===== src/rtl/pipe_add_sub_if.sv =====
// Operand/result bus for pipe_add_sub: valid/ready in both directions.
interface pipe_add_sub_if #(
    parameter int WIDTH = 16
);
    logic [WIDTH-1:0] in_1;
    logic [WIDTH-1:0] in_2;
    logic             carry_in;
    logic             sub;
    logic             in_valid;
    logic             in_ready;
    logic [WIDTH-1:0] sum;
    logic             carry_out;
    logic             overflow;
    logic             out_valid;
    logic             out_ready;

    modport master (
        output in_1, in_2, carry_in, sub, in_valid, out_ready,
        input  in_ready, sum, carry_out, overflow, out_valid
    );

    modport slave (
        input  in_1, in_2, carry_in, sub, in_valid, out_ready,
        output in_ready, sum, carry_out, overflow, out_valid
    );
endinterface


===== src/rtl/pipe_add_sub.sv =====
// Chunked pipelined adder/subtractor: one C-bit chunk per stage, operands
// skewed in, sum chunks deskewed out, latency STAGES, stall on out_ready.
module pipe_add_sub #(
    parameter int WIDTH  = 16,
    parameter int STAGES = 4
) (
    input logic           clk,
    input logic           rst,
    pipe_add_sub_if.slave bus
);
    localparam int C = WIDTH / STAGES;

    logic             en;
    logic             in_v;
    logic             in_c;
    logic [WIDTH-1:0] in_a;
    logic [WIDTH-1:0] in_b;

    assign en          = !bus.out_valid || bus.out_ready;
    assign bus.in_ready = en;

    // Acceptance register: B is inverted and the carry forced to 1 for subtract.
    always_ff @(posedge clk) begin
        if (rst) begin
            in_v <= 1'b0;
        end else if (en) begin
            in_v <= bus.in_valid;
            in_a <= bus.in_1;
            in_b <= bus.sub ? ~bus.in_2 : bus.in_2;
            in_c <= bus.sub | bus.carry_in;
        end
    end

    for (genvar k = 0; k < STAGES; k++) begin : stg
        localparam int LO = (k + 1) * C;
        localparam int HI = WIDTH - LO;

        logic          v;
        logic          cy;
        logic [LO-1:0] s;
        logic [C-1:0]  a_c;
        logic [C-1:0]  b_c;
        logic          c_i;
        logic          v_i;
        logic [LO-1:0] s_n;
        logic [C:0]    add;

        if (k == 0) begin : src
            assign a_c = in_a[C-1:0];
            assign b_c = in_b[C-1:0];
            assign c_i = in_c;
            assign v_i = in_v;
            assign s_n = add[C-1:0];
        end else begin : src
            assign a_c = stg[k-1].sk.a_sk[C-1:0];
            assign b_c = stg[k-1].sk.b_sk[C-1:0];
            assign c_i = stg[k-1].cy;
            assign v_i = stg[k-1].v;
            assign s_n = {add[C-1:0], stg[k-1].s};
        end

        assign add = {1'b0, a_c} + {1'b0, b_c} + {{C{1'b0}}, c_i};

        always_ff @(posedge clk) begin
            if (rst) begin
                v  <= 1'b0;
                cy <= 1'b0;
                s  <= '0;
            end else if (en) begin
                v  <= v_i;
                cy <= add[C];
                s  <= s_n;
            end
        end

        // Skew registers: the operand chunks not yet consumed, low chunk next.
        if (HI > 0) begin : sk
            logic [HI-1:0] a_sk;
            logic [HI-1:0] b_sk;
            logic [HI-1:0] a_up;
            logic [HI-1:0] b_up;

            if (k == 0) begin : up
                assign a_up = in_a[WIDTH-1:C];
                assign b_up = in_b[WIDTH-1:C];
            end else begin : up
                assign a_up = stg[k-1].sk.a_sk[HI+C-1:C];
                assign b_up = stg[k-1].sk.b_sk[HI+C-1:C];
            end

            always_ff @(posedge clk) begin
                if (en) begin
                    a_sk <= a_up;
                    b_sk <= b_up;
                end
            end
        end

        if (k == STAGES - 1) begin : fin
            logic ovf;
            // a^b^s at the MSB recovers the carry into it.
            always_ff @(posedge clk) begin
                if (rst) begin
                    ovf <= 1'b0;
                end else if (en) begin
                    ovf <= a_c[C-1] ^ b_c[C-1] ^ add[C-1] ^ add[C];
                end
            end
        end
    end

    assign bus.sum       = stg[STAGES-1].s;
    assign bus.carry_out = stg[STAGES-1].cy;
    assign bus.out_valid = stg[STAGES-1].v;
    assign bus.overflow  = stg[STAGES-1].fin.ovf;
endmodule


===== src/flat_wrapper.sv =====
// flat-port wrapper written by rule: the top's interface ports become plain ports
module pipe_add_sub_flat 
#(
    parameter int WIDTH  = 16,
    parameter int STAGES = 4
)
  (clk, rst, bus_in_1, bus_in_2, bus_carry_in, bus_sub, bus_in_valid, bus_out_ready, bus_in_ready, bus_sum, bus_carry_out, bus_overflow, bus_out_valid);
  pipe_add_sub_if #(.WIDTH(WIDTH)) bus_i ();
  input logic clk;
  input logic rst;
  input wire logic [$bits(bus_i.in_1)-1:0] bus_in_1;
  input wire logic [$bits(bus_i.in_2)-1:0] bus_in_2;
  input wire logic [$bits(bus_i.carry_in)-1:0] bus_carry_in;
  input wire logic [$bits(bus_i.sub)-1:0] bus_sub;
  input wire logic [$bits(bus_i.in_valid)-1:0] bus_in_valid;
  input wire logic [$bits(bus_i.out_ready)-1:0] bus_out_ready;
  output wire logic [$bits(bus_i.in_ready)-1:0] bus_in_ready;
  output wire logic [$bits(bus_i.sum)-1:0] bus_sum;
  output wire logic [$bits(bus_i.carry_out)-1:0] bus_carry_out;
  output wire logic [$bits(bus_i.overflow)-1:0] bus_overflow;
  output wire logic [$bits(bus_i.out_valid)-1:0] bus_out_valid;
  assign bus_i.in_1 = bus_in_1;
  assign bus_i.in_2 = bus_in_2;
  assign bus_i.carry_in = bus_carry_in;
  assign bus_i.sub = bus_sub;
  assign bus_i.in_valid = bus_in_valid;
  assign bus_i.out_ready = bus_out_ready;
  assign bus_in_ready = bus_i.in_ready;
  assign bus_sum = bus_i.sum;
  assign bus_carry_out = bus_i.carry_out;
  assign bus_overflow = bus_i.overflow;
  assign bus_out_valid = bus_i.out_valid;
  pipe_add_sub #(.WIDTH(WIDTH), .STAGES(STAGES)) u_core (.clk(clk), .rst(rst), .bus(bus_i));
endmodule

===== config.mk =====
export PLATFORM = sky130hd
export DESIGN_NAME = pipe_add_sub_flat
export DESIGN_NICKNAME = d
export VERILOG_FILES = /design/src/rtl/pipe_add_sub_if.sv /design/src/rtl/pipe_add_sub.sv /design/src/flat_wrapper.sv
export SDC_FILE = /design/constraint.sdc
export NUM_CORES = 1
export LEC_CHECK = 0
export BUFFER_PORTS_ARGS = -buffer_cell sky130_fd_sc_hd__buf_2
export CAP_MARGIN = 20
export CORE_ASPECT_RATIO = 1.1
export CORE_MARGIN = 5
export CORE_UTILIZATION = 25
export DETAILED_ROUTE_END_ITERATION = 8
export SLEW_MARGIN = 40
export SYNTH_ARGS = -nofsm -noshare
export SYNTH_HDL_FRONTEND = slang
export SYNTH_SLANG_ARGS = --single-unit

===== constraint.sdc =====
create_clock -name clk -period 3 [get_ports clk]
set_input_delay 0.45 -clock clk [delete_from_list [all_inputs] [get_ports clk]]
set_output_delay 0.45 -clock clk [all_outputs]
set_load 0.01 [all_outputs]

==> qor.yml <==
routing:
  drt-initial-drc-count: 66
  drt-pass1-iter-count: 4
  post_drt_wl_per_cell_microns: 11.6
  drtAntennaViolNets: 0
  via_count: 2761
  drc: 0
  wl_mm: 8.03
  via_per_inst: 3.98
synthesis:
  synth_cell_types: 31
  synthCells: 371
  syn_avg_cell_area_sq_um: 13.1
  syn_nets: 429
  netlist_area_sq_um: 4880
  synth_warnings: 0
  ys_seq_area_share_pct: 70.4
  synth-seq-cells: 131
grt:
  grt_pass1_vias: 2831
  grt-ovfl-total: 0
  grt_usage_pct: 7.83
  antenna_found_initial: 0
  grt_max_degree: 51
  grt_pass1_wl_mm: 13.8
critical_path:
  cp_max_fo: 46
  critical_path_class: "reg2out"
  r2r_cells: 5
  endpoint: "bus_in_ready"
  required_ns: 2.55
  max_stage_delay_ns: 0.50
  critPathLaunchType: "register"
  cp_slowest_cell: "clkinv_2"
  worstSetupStartpoint: "u_core.bus.out_valid$_SDFFE_PP0N_"
  rr_endpoint: "u_core.stg[2].cy$_SDFFE_PP0N_"
  timing.rr.start: "u_core.stg[1].sk.b_sk[0]$_DFFE_PN_"
  crit_chain: "nor2b_4 -> clkinv_2 -> buf_2"
  rrSetupSlack_ns: 0.95
  cp.arrival_ns: 1.75
  cp-end-kind: "output pin"
final_layout:
  drive_above_1_share_pct: 21.5
  antenna_cells: 0
  multi_input_area_sq_um: 1290
  final_design_area_no_fill_sq_um: 6010
  syn2layout_area_growth_pct: 23.3
  layout.cells.non_filler: 694
  final.fill_count: 1889
  nets: 492
  seqCellArea_sq_um: 3430
timing:
  worstMarginPinSlew_ns: 0.625
  finalSetupViolCount: 0
  post-route-period-util_pct: 73.4
  slew_violations: 0
  fin_crit_ns: 2.20
  timing.fmax_mhz: 454
  hold_viol: 0
  tns_ns: 0
  finClkSkew_ns: 0.00569
  rsz0062_at_grt: "no"
  worst_hold_slack_ns: 0.219
  slew_headroom_pct: 58.3
cts:
  clk_latency_ns: 0.40
  cts_sinks: 131
  hold_buffers: 0
  h-tree-depth: 4
  numCtsBuffers: 17
  ctsResizeCount: 0
  cts_root_buf: "clkbuf_16"
  clkTransAtPathRegs_ns: 0.06
  postCtsSetupBuffers: 0
  cts_tree: "built"
  cts_buffer_depth: 2
placement:
  dp_hpwl_mm: 5.63
  placed_cell_area_sq_um: 5420
  placement.io_buffers: 57
  gp_congestion: 0.699
  dp.cells: 662
die:
  dieArea_sq_um: 22400
  die_w_microns: 143
  io_pins: 58
  core_sq_um: 19200
  start_util_pct: 25.4
  die_h_microns: 156
  num_rows: 53
power:
  combPwrFrac_pct: 6.8
  clkPwrFrac_pct: 45.5
  p_leak_nw: 2.38
  powerDensity_nw_per_um2: 740
  p_sw_mw: 0.941
  power.total_mw: 4.45
  seqPwrFrac_pct: 47.8
  swShare_pct: 21.2
  p_int_mw: 3.51
  vdd_drop_max_mv: 0.302
run:
  maxCapViolations: 0
min_path:
  hold_path_class: "in2reg"
  hold-path-cell-count: 1
run_status:
  status: "finished, final reports clean"
-- worst max-delay path, delay by kind of cell (launching register included) --
kind | cells | cell delay, ns
buf+inv | 2 | 0.85
flops | 1 | 0.33
simple gates | 1 | 0.16
-- per-layer routing --
metal  track usage [%]  vias to the layer above  routed length, microns  share of wire [%]
li1                  -                     1420                       -                  -
met1              9.68                     1256                    3680                 46
met2              11.9                       71                    3710                 46
met3              2.78                       14                     476                5.9
met4              4.30                        0                     164                2.0
met5                 0                        -                       0                  0
-- through the flow --
stage / setup WS, ns / util, %
3_3_place_gp: 0.899 / 28.3
4_1_cts: 0.700 / 31.4
6_report: 0.799 / 31.4
5_1_grt: 0.597 / 31.4
3_5_place_dp: 0.891 / 28.3
2_1_floorplan: 0.384 / -
-- area by class of cell --
cell class                      instances  share of cell area, %
Sequential cell                       131                   57.1
Clock inverter                         14                   2.68
Clock buffer                           18                   7.14
Tap cell                              247                   5.14
Multi-Input combinational cell        206                   21.5
Inverter                               16                   1.02
Timing Repair Buffer                   62                   5.37
-- logic make-up after synthesis --
kind of cell,after synthesis,synth area share [%]
fa+ha+maj,20,6.36
simple gates,104,9.00
compound gates,62,7.29
xor+xnor,20,3.59
buf+inv,34,3.36
flops,131,70.4
-- worst min path at each step --
stage / slack, ns / endpoint / start
3_5_place_dp: 0.40 / u_core.stg[0].sk.a_sk[3]$_DFFE_PN_ / u_core.in_a[7]$_DFFE_PP_
5_1_grt: 0.19 / u_core.in_a[0]$_DFFE_PP_ / bus_in_1[0]
3_3_place_gp: 0.40 / u_core.stg[1].sk.a_sk[7]$_DFFE_PN_ / u_core.stg[0].sk.a_sk[11]$_DFFE_PN_
6_report: 0.22 / u_core.in_a[8]$_DFFE_PP_ / bus_in_1[8]
4_1_cts: 0.20 / u_core.in_a[12]$_DFFE_PP_ / bus_in_1[12]
2_1_floorplan: 0.40 / u_core.stg[0].sk.a_sk[0]$_DFFE_PN_ / u_core.in_a[4]$_DFFE_PP_
-- registers in the layout (all words and copies together), names as in the netlist --
signal and cells:
u_core.in_c 1, u_core.in_v 1, u_core.in_a 16, u_core.bus.carry_out 1, u_core.in_b 16, u_core.bus.sum 16
u_core.stg.v 3, u_core.bus.overflow 1, u_core.stg.sk.a_sk 24, u_core.bus.out_valid 1, u_core.stg.sk.b_sk 24, u_core.stg.cy 3
u_core.stg.s 24
-- cells in the final DEF (no fill, tap or decap), drive strengths merged --
| cell | instances |
|---|---|
| a211oi | 9 |
| a21o | 4 |
| a21oi | 40 |
| a311o | 2 |
| and3 | 1 |
| and4 | 2 |
| buf | 62 |
| bufinv | 3 |
| clkbuf | 18 |
| clkinv | 6 |
| clkinvlp | 4 |
| dfxtp | 50 |
| edfxtp | 81 |
| fa | 8 |
| ha | 12 |
| inv | 17 |
| nand2 | 68 |
| nand2b | 2 |
| nand3 | 3 |
| nand3b | 1 |
| nor2 | 17 |
| nor2b | 4 |
| nor3 | 2 |
| nor4 | 2 |
| o21a | 1 |
| o21ai | 6 |
| or2 | 1 |
| or4 | 1 |
| xnor2 | 3 |
| xor2 | 17 |
-- cell usage after synthesis, drive strengths merged --
master   n  area share, %
a211oi   9            1.4
a21o     4           0.62
a21oi   40            4.1
a311o    2           0.41
and3     1           0.13
and4     2           0.36
buf     16            2.0
clkbuf   2           0.15
dfxtp   50             21
edfxtp  81             50
fa       8            3.3
ha      12            3.1
inv     16            1.2
nand2   68            5.2
nand2b   2           0.26
nand3    3           0.31
nand3b   1           0.15
nor2    17            1.3
nor2b    4           0.51
nor3     2           0.21
nor4     2           0.26
o21a     1           0.15
o21ai    6           0.62
or2      1           0.13
or4      1           0.15
xnor2    3           0.54
xor2    17            3.1
-- power by group through the flow --
stage / Clock [mW] / Combinational [mW] / Sequential, mW
after floorplan: 0 / 0.195 / 2.16
after global placement: 0 / 0.299 / 2.16
after detailed placement: 0 / 0.307 / 2.16
after CTS: 2.08 / 0.309 / 2.13
after global routing: 2.17 / 0.348 / 2.14
final: 2.02 / 0.301 / 2.12
(Power assumes the default switching activity.)
